<file path="src/rtl/silife_pkg.sv">
// ----------------------------------------------------------------------------
// silife_pkg
// Shared definitions for the SPI-target to Wishbone-initiator bridge:
// command opcodes, frame bit positions and the Wishbone FSM state type.
// ----------------------------------------------------------------------------
package silife_pkg;

   localparam logic [7:0] OP_WRITE   = 8'h02;
   localparam logic [7:0] OP_READ    = 8'h03;
   localparam logic [7:0] OP_CLR_ERR = 8'h05;

   // Frame bit counts at which each field is complete.
   localparam logic [6:0] BIT_OPCODE = 7'd8;
   localparam logic [6:0] BIT_ADDR   = 7'd32;
   localparam logic [6:0] BIT_DUMMY  = 7'd40;
   localparam logic [6:0] BIT_WDATA  = 7'd64;

   typedef enum logic [1:0] {
      WB_IDLE = 2'd0,
      WB_REQ  = 2'd1,
      WB_DONE = 2'd2
   } wb_state_t;

   function automatic logic op_is_known(input logic [7:0] op);
      return (op == OP_WRITE) || (op == OP_READ) || (op == OP_CLR_ERR);
   endfunction

endpackage

</file>
<file path="src/rtl/silife_spi_target_shifter.sv">
// ----------------------------------------------------------------------------
// silife_spi_target_shifter
// SPI mode-0 target front end. Synchronizes SCK/CS/MOSI into clk, detects
// SCK and CS edges, counts frame bits, assembles opcode/address/write data
// and shifts captured read data out on MISO.
//
// Ports:
//   clk, reset           system clock, synchronous active-low reset
//   spi_sck/cs/mosi      asynchronous SPI pins from the host
//   rd_data              read data to return on MISO (loaded after bit 39)
//   spi_miso, _oe        MISO data and output enable
//   stb_opcode/addr/wdata  one-clk pulses when bit 8 / 32 / 64 is reached
//   opcode, addr24, wdata  assembled frame fields, valid from their strobe on
// ----------------------------------------------------------------------------
module silife_spi_target_shifter
   import silife_pkg::*;
(
   input  logic        clk,
   input  logic        reset,
   input  logic        spi_sck,
   input  logic        spi_cs,
   input  logic        spi_mosi,
   input  logic [31:0] rd_data,
   output logic        spi_miso,
   output logic        spi_miso_oe,
   output logic        stb_opcode,
   output logic        stb_addr,
   output logic        stb_wdata,
   output logic [7:0]  opcode,
   output logic [23:0] addr24,
   output logic [31:0] wdata
);

   logic [2:0]  sck_sync_q, sck_sync_d;
   logic [2:0]  cs_sync_q, cs_sync_d;
   logic [1:0]  mosi_sync_q, mosi_sync_d;
   logic [6:0]  cnt_q, cnt_d;
   logic [30:0] sh_q, sh_d;
   logic [7:0]  op_q, op_d;
   logic [23:0] addr_q, addr_d;
   logic [31:0] wdata_q, wdata_d;
   logic [31:0] out_q, out_d;
   logic        stb_op_q, stb_op_d;
   logic        stb_addr_q, stb_addr_d;
   logic        stb_wdata_q, stb_wdata_d;

   logic sck_rise, sck_fall;
   logic cs_fall, cs_rise, cs_active;
   logic mosi_s;

   always_comb begin
      sck_sync_d  = {sck_sync_q[1:0], spi_sck};
      cs_sync_d   = {cs_sync_q[1:0], spi_cs};
      mosi_sync_d = {mosi_sync_q[0], spi_mosi};

      // Stage 1 is the synchronized sample, stage 2 the edge-detect history.
      sck_rise  = sck_sync_q[1] & ~sck_sync_q[2];
      sck_fall  = ~sck_sync_q[1] & sck_sync_q[2];
      cs_fall   = ~cs_sync_q[1] & cs_sync_q[2];
      cs_rise   = cs_sync_q[1] & ~cs_sync_q[2];
      cs_active = ~cs_sync_q[1];
      mosi_s    = mosi_sync_q[1];

      cnt_d       = cnt_q;
      sh_d        = sh_q;
      op_d        = op_q;
      addr_d      = addr_q;
      wdata_d     = wdata_q;
      out_d       = out_q;
      stb_op_d    = 1'b0;
      stb_addr_d  = 1'b0;
      stb_wdata_d = 1'b0;

      if (cs_fall) begin
         cnt_d = '0;
         sh_d  = '0;
         op_d  = '0;
      end else if (cs_rise) begin
         // Abandons a partial frame; field strobes can no longer fire.
         cnt_d = '0;
      end else if (cs_active && sck_rise) begin
         sh_d = {sh_q[29:0], mosi_s};
         // Saturate so trailing bits after the frame are harmless.
         if (cnt_q != 7'h7F) begin
            cnt_d = cnt_q + 7'd1;
         end
         if (cnt_q == BIT_OPCODE - 7'd1) begin
            op_d     = {sh_q[6:0], mosi_s};
            stb_op_d = 1'b1;
         end
         if (cnt_q == BIT_ADDR - 7'd1) begin
            addr_d     = {sh_q[22:0], mosi_s};
            stb_addr_d = 1'b1;
         end
         if (cnt_q == BIT_WDATA - 7'd1) begin
            wdata_d     = {sh_q[30:0], mosi_s};
            stb_wdata_d = 1'b1;
         end
      end

      // Falling edge after bit 39 loads the word so bit 40 is on MISO
      // before the host's next rising edge.
      if (cs_active && sck_fall) begin
         if (cnt_q == BIT_DUMMY) begin
            out_d = rd_data;
         end else if (cnt_q > BIT_DUMMY) begin
            out_d = {out_q[30:0], 1'b0};
         end
      end
   end

   always_ff @(posedge clk) begin
      if (!reset) begin
         sck_sync_q  <= '0;
         cs_sync_q   <= 3'b111;
         mosi_sync_q <= '0;
         cnt_q       <= '0;
         sh_q        <= '0;
         op_q        <= '0;
         addr_q      <= '0;
         wdata_q     <= '0;
         out_q       <= '0;
         stb_op_q    <= 1'b0;
         stb_addr_q  <= 1'b0;
         stb_wdata_q <= 1'b0;
      end else begin
         sck_sync_q  <= sck_sync_d;
         cs_sync_q   <= cs_sync_d;
         mosi_sync_q <= mosi_sync_d;
         cnt_q       <= cnt_d;
         sh_q        <= sh_d;
         op_q        <= op_d;
         addr_q      <= addr_d;
         wdata_q     <= wdata_d;
         out_q       <= out_d;
         stb_op_q    <= stb_op_d;
         stb_addr_q  <= stb_addr_d;
         stb_wdata_q <= stb_wdata_d;
      end
   end

   assign stb_opcode  = stb_op_q;
   assign stb_addr    = stb_addr_q;
   assign stb_wdata   = stb_wdata_q;
   assign opcode      = op_q;
   assign addr24      = addr_q;
   assign wdata       = wdata_q;
   assign spi_miso_oe = cs_active & (op_q == OP_READ) & (cnt_q >= BIT_DUMMY);
   assign spi_miso    = spi_miso_oe & out_q[31];

endmodule

</file>
<file path="src/rtl/silife_spi_wb_bridge.sv">
// ----------------------------------------------------------------------------
// silife_spi_wb_bridge
// Lets an external SPI host issue single Wishbone classic reads/writes into
// the silife register map. Frame: opcode, addr24, then 32-bit write data
// (write) or a dummy byte followed by 32-bit read data on MISO (read).
//
// Ports:
//   clk, reset                 system clock, synchronous active-low reset
//   spi_sck/cs/mosi            SPI host pins (asynchronous)
//   spi_miso, spi_miso_oe      read data out, MSB first, and its enable
//   o_wb_cyc/stb/we/sel/addr/data  Wishbone initiator outputs
//   i_wb_ack, i_wb_data        Wishbone responder inputs
//   o_busy                     transaction in flight
//   o_err                      sticky: timeout, overrun or bad opcode
//
// state   | meaning
// --------+---------------------------------------------------------------
// WB_IDLE | no transaction; a request starts one on the next edge
// WB_REQ  | cyc/stb asserted, waiting for ack or timeout
// WB_DONE | one-cycle recovery after ack/timeout
// ----------------------------------------------------------------------------
module silife_spi_wb_bridge
   import silife_pkg::*;
#(
   parameter logic [7:0] ADDR_HI    = 8'h30,
   parameter int         WB_TIMEOUT = 32
) (
   input  logic        clk,
   input  logic        reset,
   input  logic        spi_sck,
   input  logic        spi_cs,
   input  logic        spi_mosi,
   output logic        spi_miso,
   output logic        spi_miso_oe,
   output logic        o_wb_cyc,
   output logic        o_wb_stb,
   output logic        o_wb_we,
   output logic [3:0]  o_wb_sel,
   output logic [31:0] o_wb_addr,
   output logic [31:0] o_wb_data,
   input  logic        i_wb_ack,
   input  logic [31:0] i_wb_data,
   output logic        o_busy,
   output logic        o_err
);

   localparam int TMO_W = (WB_TIMEOUT > 2) ? $clog2(WB_TIMEOUT) : 1;
   // Down-counter loaded on entry; reaching zero marks cycle WB_TIMEOUT.
   localparam logic [TMO_W-1:0] TMO_LOAD = TMO_W'(WB_TIMEOUT - 1);

   logic        stb_opcode, stb_addr, stb_wdata;
   logic [7:0]  opcode;
   logic [23:0] addr24;
   logic [31:0] wdata;

   wb_state_t        state_q, state_d;
   logic             cyc_q, cyc_d;
   logic             stb_q, stb_d;
   logic             we_q, we_d;
   logic [31:0]      adr_q, adr_d;
   logic [31:0]      dat_q, dat_d;
   logic [31:0]      rdata_q, rdata_d;
   logic [TMO_W-1:0] tmo_q, tmo_d;
   logic             err_q, err_d;

   logic rd_req, wr_req, req, bad_op, clr_err, err_set;

   silife_spi_target_shifter u_shifter (
      .clk         (clk),
      .reset       (reset),
      .spi_sck     (spi_sck),
      .spi_cs      (spi_cs),
      .spi_mosi    (spi_mosi),
      .rd_data     (rdata_q),
      .spi_miso    (spi_miso),
      .spi_miso_oe (spi_miso_oe),
      .stb_opcode  (stb_opcode),
      .stb_addr    (stb_addr),
      .stb_wdata   (stb_wdata),
      .opcode      (opcode),
      .addr24      (addr24),
      .wdata       (wdata)
   );

   always_comb begin
      rd_req  = stb_addr & (opcode == OP_READ);
      wr_req  = stb_wdata & (opcode == OP_WRITE);
      req     = rd_req | wr_req;
      bad_op  = stb_opcode & ~op_is_known(opcode);
      clr_err = stb_opcode & (opcode == OP_CLR_ERR);
      err_set = bad_op;

      state_d = state_q;
      cyc_d   = cyc_q;
      stb_d   = stb_q;
      we_d    = we_q;
      adr_d   = adr_q;
      dat_d   = dat_q;
      rdata_d = rdata_q;
      tmo_d   = tmo_q;

      case (state_q)
         WB_IDLE: begin
            if (req) begin
               state_d = WB_REQ;
               cyc_d   = 1'b1;
               stb_d   = 1'b1;
               we_d    = wr_req;
               adr_d   = {ADDR_HI, addr24};
               if (wr_req) begin
                  dat_d = wdata;
               end
               tmo_d = TMO_LOAD;
            end
         end
         WB_REQ: begin
            if (i_wb_ack) begin
               state_d = WB_DONE;
               cyc_d   = 1'b0;
               stb_d   = 1'b0;
               we_d    = 1'b0;
               if (!we_q) begin
                  rdata_d = i_wb_data;
               end
            end else if (tmo_q == '0) begin
               state_d = WB_DONE;
               cyc_d   = 1'b0;
               stb_d   = 1'b0;
               we_d    = 1'b0;
               err_set = 1'b1;
               if (!we_q) begin
                  rdata_d = 32'hFFFF_FFFF;
               end
            end else begin
               tmo_d = tmo_q - TMO_W'(1);
            end
         end
         WB_DONE: begin
            state_d = WB_IDLE;
         end
         default: begin
            state_d = WB_IDLE;
            cyc_d   = 1'b0;
            stb_d   = 1'b0;
            we_d    = 1'b0;
         end
      endcase

      // Overrun: a new command while the previous one is still running.
      if (req && (state_q != WB_IDLE)) begin
         err_set = 1'b1;
      end

      err_d = err_q;
      if (clr_err) begin
         err_d = 1'b0;
      end
      if (err_set) begin
         err_d = 1'b1;
      end
   end

   always_ff @(posedge clk) begin
      if (!reset) begin
         state_q <= WB_IDLE;
         cyc_q   <= 1'b0;
         stb_q   <= 1'b0;
         we_q    <= 1'b0;
         adr_q   <= '0;
         dat_q   <= '0;
         rdata_q <= '0;
         tmo_q   <= '0;
         err_q   <= 1'b0;
      end else begin
         state_q <= state_d;
         cyc_q   <= cyc_d;
         stb_q   <= stb_d;
         we_q    <= we_d;
         adr_q   <= adr_d;
         dat_q   <= dat_d;
         rdata_q <= rdata_d;
         tmo_q   <= tmo_d;
         err_q   <= err_d;
      end
   end

   assign o_wb_cyc  = cyc_q;
   assign o_wb_stb  = stb_q;
   assign o_wb_we   = we_q;
   assign o_wb_sel  = 4'hF;
   assign o_wb_addr = adr_q;
   assign o_wb_data = dat_q;
   assign o_busy    = (state_q != WB_IDLE);
   assign o_err     = err_q;

endmodule

</file>
<file path="config.mk">
export PLATFORM = sky130hd
export DESIGN_NAME = silife_spi_wb_bridge
export DESIGN_NICKNAME = d
export VERILOG_FILES = /design/src/rtl/silife_pkg.sv /design/src/rtl/silife_spi_target_shifter.sv /design/src/rtl/silife_spi_wb_bridge.sv
export SDC_FILE = /design/constraint.sdc
export NUM_CORES = 1
export LEC_CHECK = 0
export CORE_UTILIZATION = 35
export CTS_CLUSTER_DIAMETER = 60
export DETAILED_ROUTE_END_ITERATION = 8
export GPL_ROUTABILITY_DRIVEN = 0
export RECOVER_POWER = 100
export REMOVE_ABC_BUFFERS = 1
export SYNTH_ARGS = -nofsm -noshare
export SYNTH_HDL_FRONTEND = slang
export SYNTH_SLANG_ARGS = --single-unit
</file>
<file path="constraint.sdc">
create_clock -name clk -period 5.61 [get_ports clk]
set_input_delay 0.561 -clock clk [delete_from_list [all_inputs] [get_ports clk]]
set_output_delay 0.561 -clock clk [all_outputs]
set_load 0.01 [all_outputs]
</file>
# Yosys cells after proc, flatten, opt, wreduce, memory -nomap -nowiden
# Cells that the tools add are included.
dict set report classes {
  n_addsub 2
  n_lt_le_gt_ge 2
  n_eq_ne 14
  n_mux 29
  bitwise 23
  n_reduce_logical 27
}
# operator n
set op_table {}
lappend op_table {{two-way mux 32 bit} 6}
lappend op_table {{equality test 8 x 2 -> 1 bit (second input constant)} 2}
lappend op_table {{two-way mux 5 bit} 3}
lappend op_table {{equality test 7 x 6 -> 1 bit (second input constant)} 2}
lappend op_table {{two-way mux 1 bit} 13}
lappend op_table {{AND reduction 3 bit} 4}
lappend op_table {{AND reduction 4 bit} 3}
lappend op_table {{bitwise AND 1 bit} 11}
lappend op_table {{NOT 1 bit} 11}
lappend op_table {{case mux 5 bit (2 select lines)} 1}
lappend op_table {{AND reduction 2 bit} 5}
lappend op_table {{nonzero test 2 bit} 5}
lappend op_table {{equality test 8 x 3 -> 1 bit (second input constant)} 1}
lappend op_table {{adder 7 x 1 -> 7 bit (second input constant)} 1}
lappend op_table {{equality test 7 x 3 -> 1 bit (second input constant)} 1}
lappend op_table {{equality test 7 x 5 -> 1 bit (second input constant)} 1}
lappend op_table {{greater-or-equal comparator 7 x 6 -> 1 bit (second input constant)} 1}
lappend op_table {{greater-than comparator 7 x 6 -> 1 bit (second input constant)} 1}
lappend op_table {{!= test 7 bit (second input constant)} 1}
lappend op_table {{two-way mux 2 bit} 3}
lappend op_table {{!= test 2 bit (second input constant)} 3}
lappend op_table {{case mux 1 bit (3 select lines)} 2}
lappend op_table {{logical NOT 5 bit} 1}
lappend op_table {{subtractor 5 x 1 -> 5 bit (second input constant)} 1}
lappend op_table {{other kinds (11)} 14}
dict set report word_totals {
  register_bits 244
  in_bits 38
  output_inout_bits 75
  elab_cells 117
}

# Longest topological paths before layout
dict set report depth {
  depth_word 10
  mapped_depth 8
  mapped_depth_nobuf 6
}

# By module
# A second synthesis with hierarchy kept.
dict set report hier_totals {
  hier_cells 1141
  hier_area_um2 9420.3
}
# module n_inst cells_each area_per_inst_um2
set by_module_without_submodules {}
lappend by_module_without_submodules {silife_spi_target_shifter 1 677 5609.1}
lappend by_module_without_submodules {silife_spi_wb_bridge 1 464 3811.2}

# Least setup slack after synthesis
# Ideal clock, no wire load.
dict set report synth_timing {
  path_type {reg2out}
  startpoint {register u_shifter.op_q[2], in the netlist u_shifter.opcode[2]}
  endpoint {output spi_miso}
  arrival_time_ns 1.471
  required_ns 5.049
  path_slack_ns 3.578
  stages_incl_launch_ff 5
  n_path_buf 0
  path_cell_list {dfxtp_1 nor4b_2 o211ai_1 nor3b_1 and2_1}
}
dict set report synth_between {
  elab_chain_len 4
}
# item line_no
set synth_rtl {}
lappend synth_rtl {{start: declaration} silife_spi_target_shifter.sv:39} ;# logic [7:0] op_q, op_d;
lappend synth_rtl {{start signal: assignment} silife_spi_target_shifter.sv:132} ;# op_q <= op_d;
lappend synth_rtl {{equality test 8 x 2 -> 1 bit} silife_spi_target_shifter.sv:148} ;# assign spi_miso_oe = cs_active & (op_q == OP_READ) & (cnt_q >= BIT_DUMMY);
lappend synth_rtl {{bitwise AND 1 bit (2 in a row)} silife_spi_target_shifter.sv:148}
lappend synth_rtl {{named net spi_miso_oe} silife_spi_wb_bridge.sv:34} ;# output logic spi_miso_oe,
lappend synth_rtl {{bitwise AND 1 bit} silife_spi_target_shifter.sv:149} ;# assign spi_miso = spi_miso_oe & out_q[31];
lappend synth_rtl {{end: declaration} silife_spi_wb_bridge.sv:33} ;# output logic spi_miso,
# The timed path passes the listed nets, and every way through them passes these cells.

# Final worst setup path
dict set report layout_timing {
  startpoint {input reset}
  endpoint {register rdata_q[26]}
}
# item line_no
set layout_lines {}
lappend layout_lines {{start: declaration} silife_spi_wb_bridge.sv:29} ;# input logic reset,
lappend layout_lines {{end signal: assignment} silife_spi_wb_bridge.sv:181} ;# rdata_q <= rdata_d;
lappend layout_lines {{end: declaration} silife_spi_wb_bridge.sv:62} ;# logic [31:0] rdata_q, rdata_d;
# No word-level cell between the ends.

==> impl_metrics.env <==
export IMPL_ys_warn_count=0
export IMPL_placed_area_sq_um=10430
export IMPL_synth_edff_count=0
export IMPL_required_ns=5.84
export IMPL_path_max_fanout=81
export IMPL_initial_core_util=0.3568
export IMPL_postCtsResizedCells=0
export IMPL_setup_viol=0
export IMPL_cts_sinks=244
export IMPL_synth_top_cells_by_count="244 x dfxtp_1, 145 x nand2_1, 109 x nor2_1"
export IMPL_drc=0
export IMPL_syn_cell_area_sq_um=9271
export IMPL_cts_buffer_depth=3
export IMPL_dp_hpwl_microns=12750
export IMPL_via_count=7123
export IMPL_crit_path_start_kind="input port"
export IMPL_clock_skew_ns=0.01983
export IMPL_cts_tree="done"
export IMPL_dieHeight_microns=164.8
export IMPL_path_clk_slew_ns=0.06
export IMPL_cts_buffers=26
export IMPL_fin_nets=1142
export IMPL_max_stage_delay_ns=2.68
export IMPL_row_count=59
export IMPL_finalHoldViolations=0
export IMPL_hold_path_depth=1
export IMPL_report_final_slew_viol_count=339
export IMPL_reg2regPathDepth=6
export IMPL_fin_crit_sh=0.7266
export IMPL_clkLatencyLatePin_ns=0.53
export IMPL_post_drt_wl_per_cell_microns=14.54
export IMPL_design_area_sq_um=11260
export IMPL_yosys_cell_types_count=48
export IMPL_drt_pass1_iterations=5
export IMPL_synth_top_area_cell="dfxtp_1"
export IMPL_status="complete, but fails checks"
export IMPL_async_flop_share=0
export IMPL_syn_instance_count=1039
export IMPL_fin_ws_ns=1.534
export IMPL_first_global_vias=6374
export IMPL_peakVddDrop_mv=0.1931
export IMPL_grt_max_degree=82
export IMPL_htreeDepth=1
export IMPL_n_antenna_cell=0
export IMPL_synth_top_cell_area_share=0.5269
export IMPL_gr_max_usage_layer="met2"
export IMPL_critPathCaptureType="flop"
export IMPL_coreArea_sq_um=25980
export IMPL_crit_chain="buf_4 > inv_4 > clkbuf_1 > nor3_1"
export IMPL_finalWirelength_microns=21120
export IMPL_cts_setup_buffers=0
export IMPL_cts_root_buf="clkbuf_16"
export IMPL_gr_usage_met2=0.2378
export IMPL_io_buffers=102
export IMPL_powerDensity_nw_per_um2=312.9
export IMPL_met1_usage=0.2221
export IMPL_via_per_inst=4.906
export IMPL_violations="max-capacitance violations, max-slew violations"
export IMPL_num_io_pins=113
export IMPL_tightest_slew_ns=3.765
export IMPL_hold_class="reg -> reg"
export IMPL_relSlewSlack=-1.510
export IMPL_gr_usage_all_layers=0.1530
export IMPL_layout_drive_gt1_share=0.05192
export IMPL_drv_cap=7
export IMPL_die_area_sq_um=27140
export IMPL_ys_ff_latch=244
export IMPL_seq_area_frac_synth=0.5269
export IMPL_antenna_left=0
export IMPL_grt_pass1_wl_microns=33720
export IMPL_drt_iter0_drc=466
export IMPL_synth_area_per_cell_sq_um=8.923
export IMPL_yosysMostFrequentCell="dfxtp_1"
export IMPL_fin_tns_setup_ns=0
export IMPL_worst_setup_path_type="in -> reg"
export IMPL_min_period_ns=4.076
export IMPL_fmax_mhz=245.3
export IMPL_die_w_microns=164.8
export IMPL_finalNonFillerCells=1452
export IMPL_synth_main_ff_cell="dfxtp_1"
export IMPL_crit_arrival_ns=4.30
export IMPL_area_growth_pct=21.42
export IMPL_grt_setup_unrepaired="false"
export IMPL_use_met3=0.02687
export IMPL_power_leakage_nw=4.390
export IMPL_antenna_found_initial=0
export IMPL_dp_cells=1405
export IMPL_ys_top_cells_by_area="dfxtp_1 53%, mux2i_1 11%, nand2_1 5.9%"
export IMPL_crit_slowest_cell="clkbuf_1"
export IMPL_dp_slack_ns=2.775
export IMPL_grt_overflow_total=0
export IMPL_hold_buffers=0
[sequential cells by signal, summed over array words and instances, names as in the netlist]
| name | count |
|---|---|
| o_wb_data | 32 |
| rdata_q | 32 |
| u_shifter.out_q | 32 |
| u_shifter.wdata | 32 |
| u_shifter.sh_q | 31 |
| o_wb_addr | 25 |
| u_shifter.addr24 | 24 |
| u_shifter.opcode | 8 |
| u_shifter.cnt_q | 7 |
| tmo_q | 5 |
| u_shifter.cs_sync_q | 3 |
| u_shifter.sck_sync_q | 3 |
| state_q | 2 |
| u_shifter.mosi_sync_q | 2 |
| o_err | 1 |
| o_wb_stb | 1 |
| o_wb_we | 1 |
| u_shifter.stb_addr | 1 |
| u_shifter.stb_opcode | 1 |
| u_shifter.stb_wdata | 1 |
[final timing paths]
kind / end / startpoint / slack, ns
setup / recovery: rdata_q[26] / reset / 1.53
hold / removal: u_shifter.cs_sync_q[1] / u_shifter.cs_sync_q[0] / 0.43
setup reg to reg: u_shifter.wdata[17] / u_shifter.cs_sync_q[1] / 2.14
hold reg to reg: u_shifter.cs_sync_q[1] / u_shifter.cs_sync_q[0] / 0.43
[critical path: cells and delay by family]
| kind | cells | cell delay [ns] |
|---|---|---|
| buf+inv | 3 | 3.41 |
| simple gates | 1 | 0.22 |
[kinds of logic after synthesis]
family,after synthesis,share of synthesized area
AND/OR/NAND/NOR,406,0.2020
flip-flops,244,0.5269
AO/OA/AOI/OAI,175,0.1001
buffers and inverters,103,0.05128
multiplexers,99,0.1070
adder cells (fa/ha/maj),6,0.008097
XOR/XNOR,4,0.003779
other,2,0.0008100
[layer usage]
metal / part of all wire / vias up
met4: 0.011 / 0
met5: 0 / -
met3: 0.052 / 21
li1: - / 3650
met2: 0.43 / 155
met1: 0.51 / 3297
[metrics by stage]
| stage | total power (W) | utilization | hold WS, ns |
|---|---|---|---|
| after global routing | 0.003649 | 0.4332 | 0.4448 |
| after global placement | 0.001856 | 0.4015 | 0.4203 |
| final | 0.003523 | 0.4332 | 0.4253 |
| after floorplan | 0.001800 | - | 0.3863 |
| after CTS | 0.003579 | 0.4348 | 0.4344 |
| after detailed placement | 0.001856 | 0.4015 | 0.4169 |
[power breakdown]
group          internal [W]  switching, W   total, W  leakage, nW
clock               0.00102      0.000688    0.00171        0.414
sequential          0.00173    0.00000236    0.00174         1.97
combinational     0.0000279     0.0000508  0.0000787         2.01
[cell type report]
class                           instances  area (sq um)
Fill cell                            2554         14730
Timing Repair Buffer                  117          1101
Clock inverter                          9         120.1
Tap cell                              335         419.2
Sequential cell                       244          4885
Inverter                                9         36.28
Multi-Input combinational cell        700          3950
Clock buffer                           38         745.7
[cell usage in the layout, fill, tap and decap left out, types with 3 or more instances in the layout]
cell type          n
dfxtp_1          244
nand2_1          145
nor2_1           109
mux2i_1           98
a21oi_1           95
dlygate4sd3_1     64
o21ai_0           63
nand3_1           38
nor3_1            38
clkdlybuf4s50_1   37
nor4_1            33
clkbuf_16         26
clkbuf_1          15
conb_1            10
buf_4              8
inv_1              7
nand2b_1           7
nand4_1            6
ha_1               6
and2_1             5
clkbuf_8           5
nor3b_1            4
a31oi_1            4
o21a_1             3
xnor2_1            3
a211oi_1           3
clkinvlp_4         3
Power figures use the tool's default switching activity.
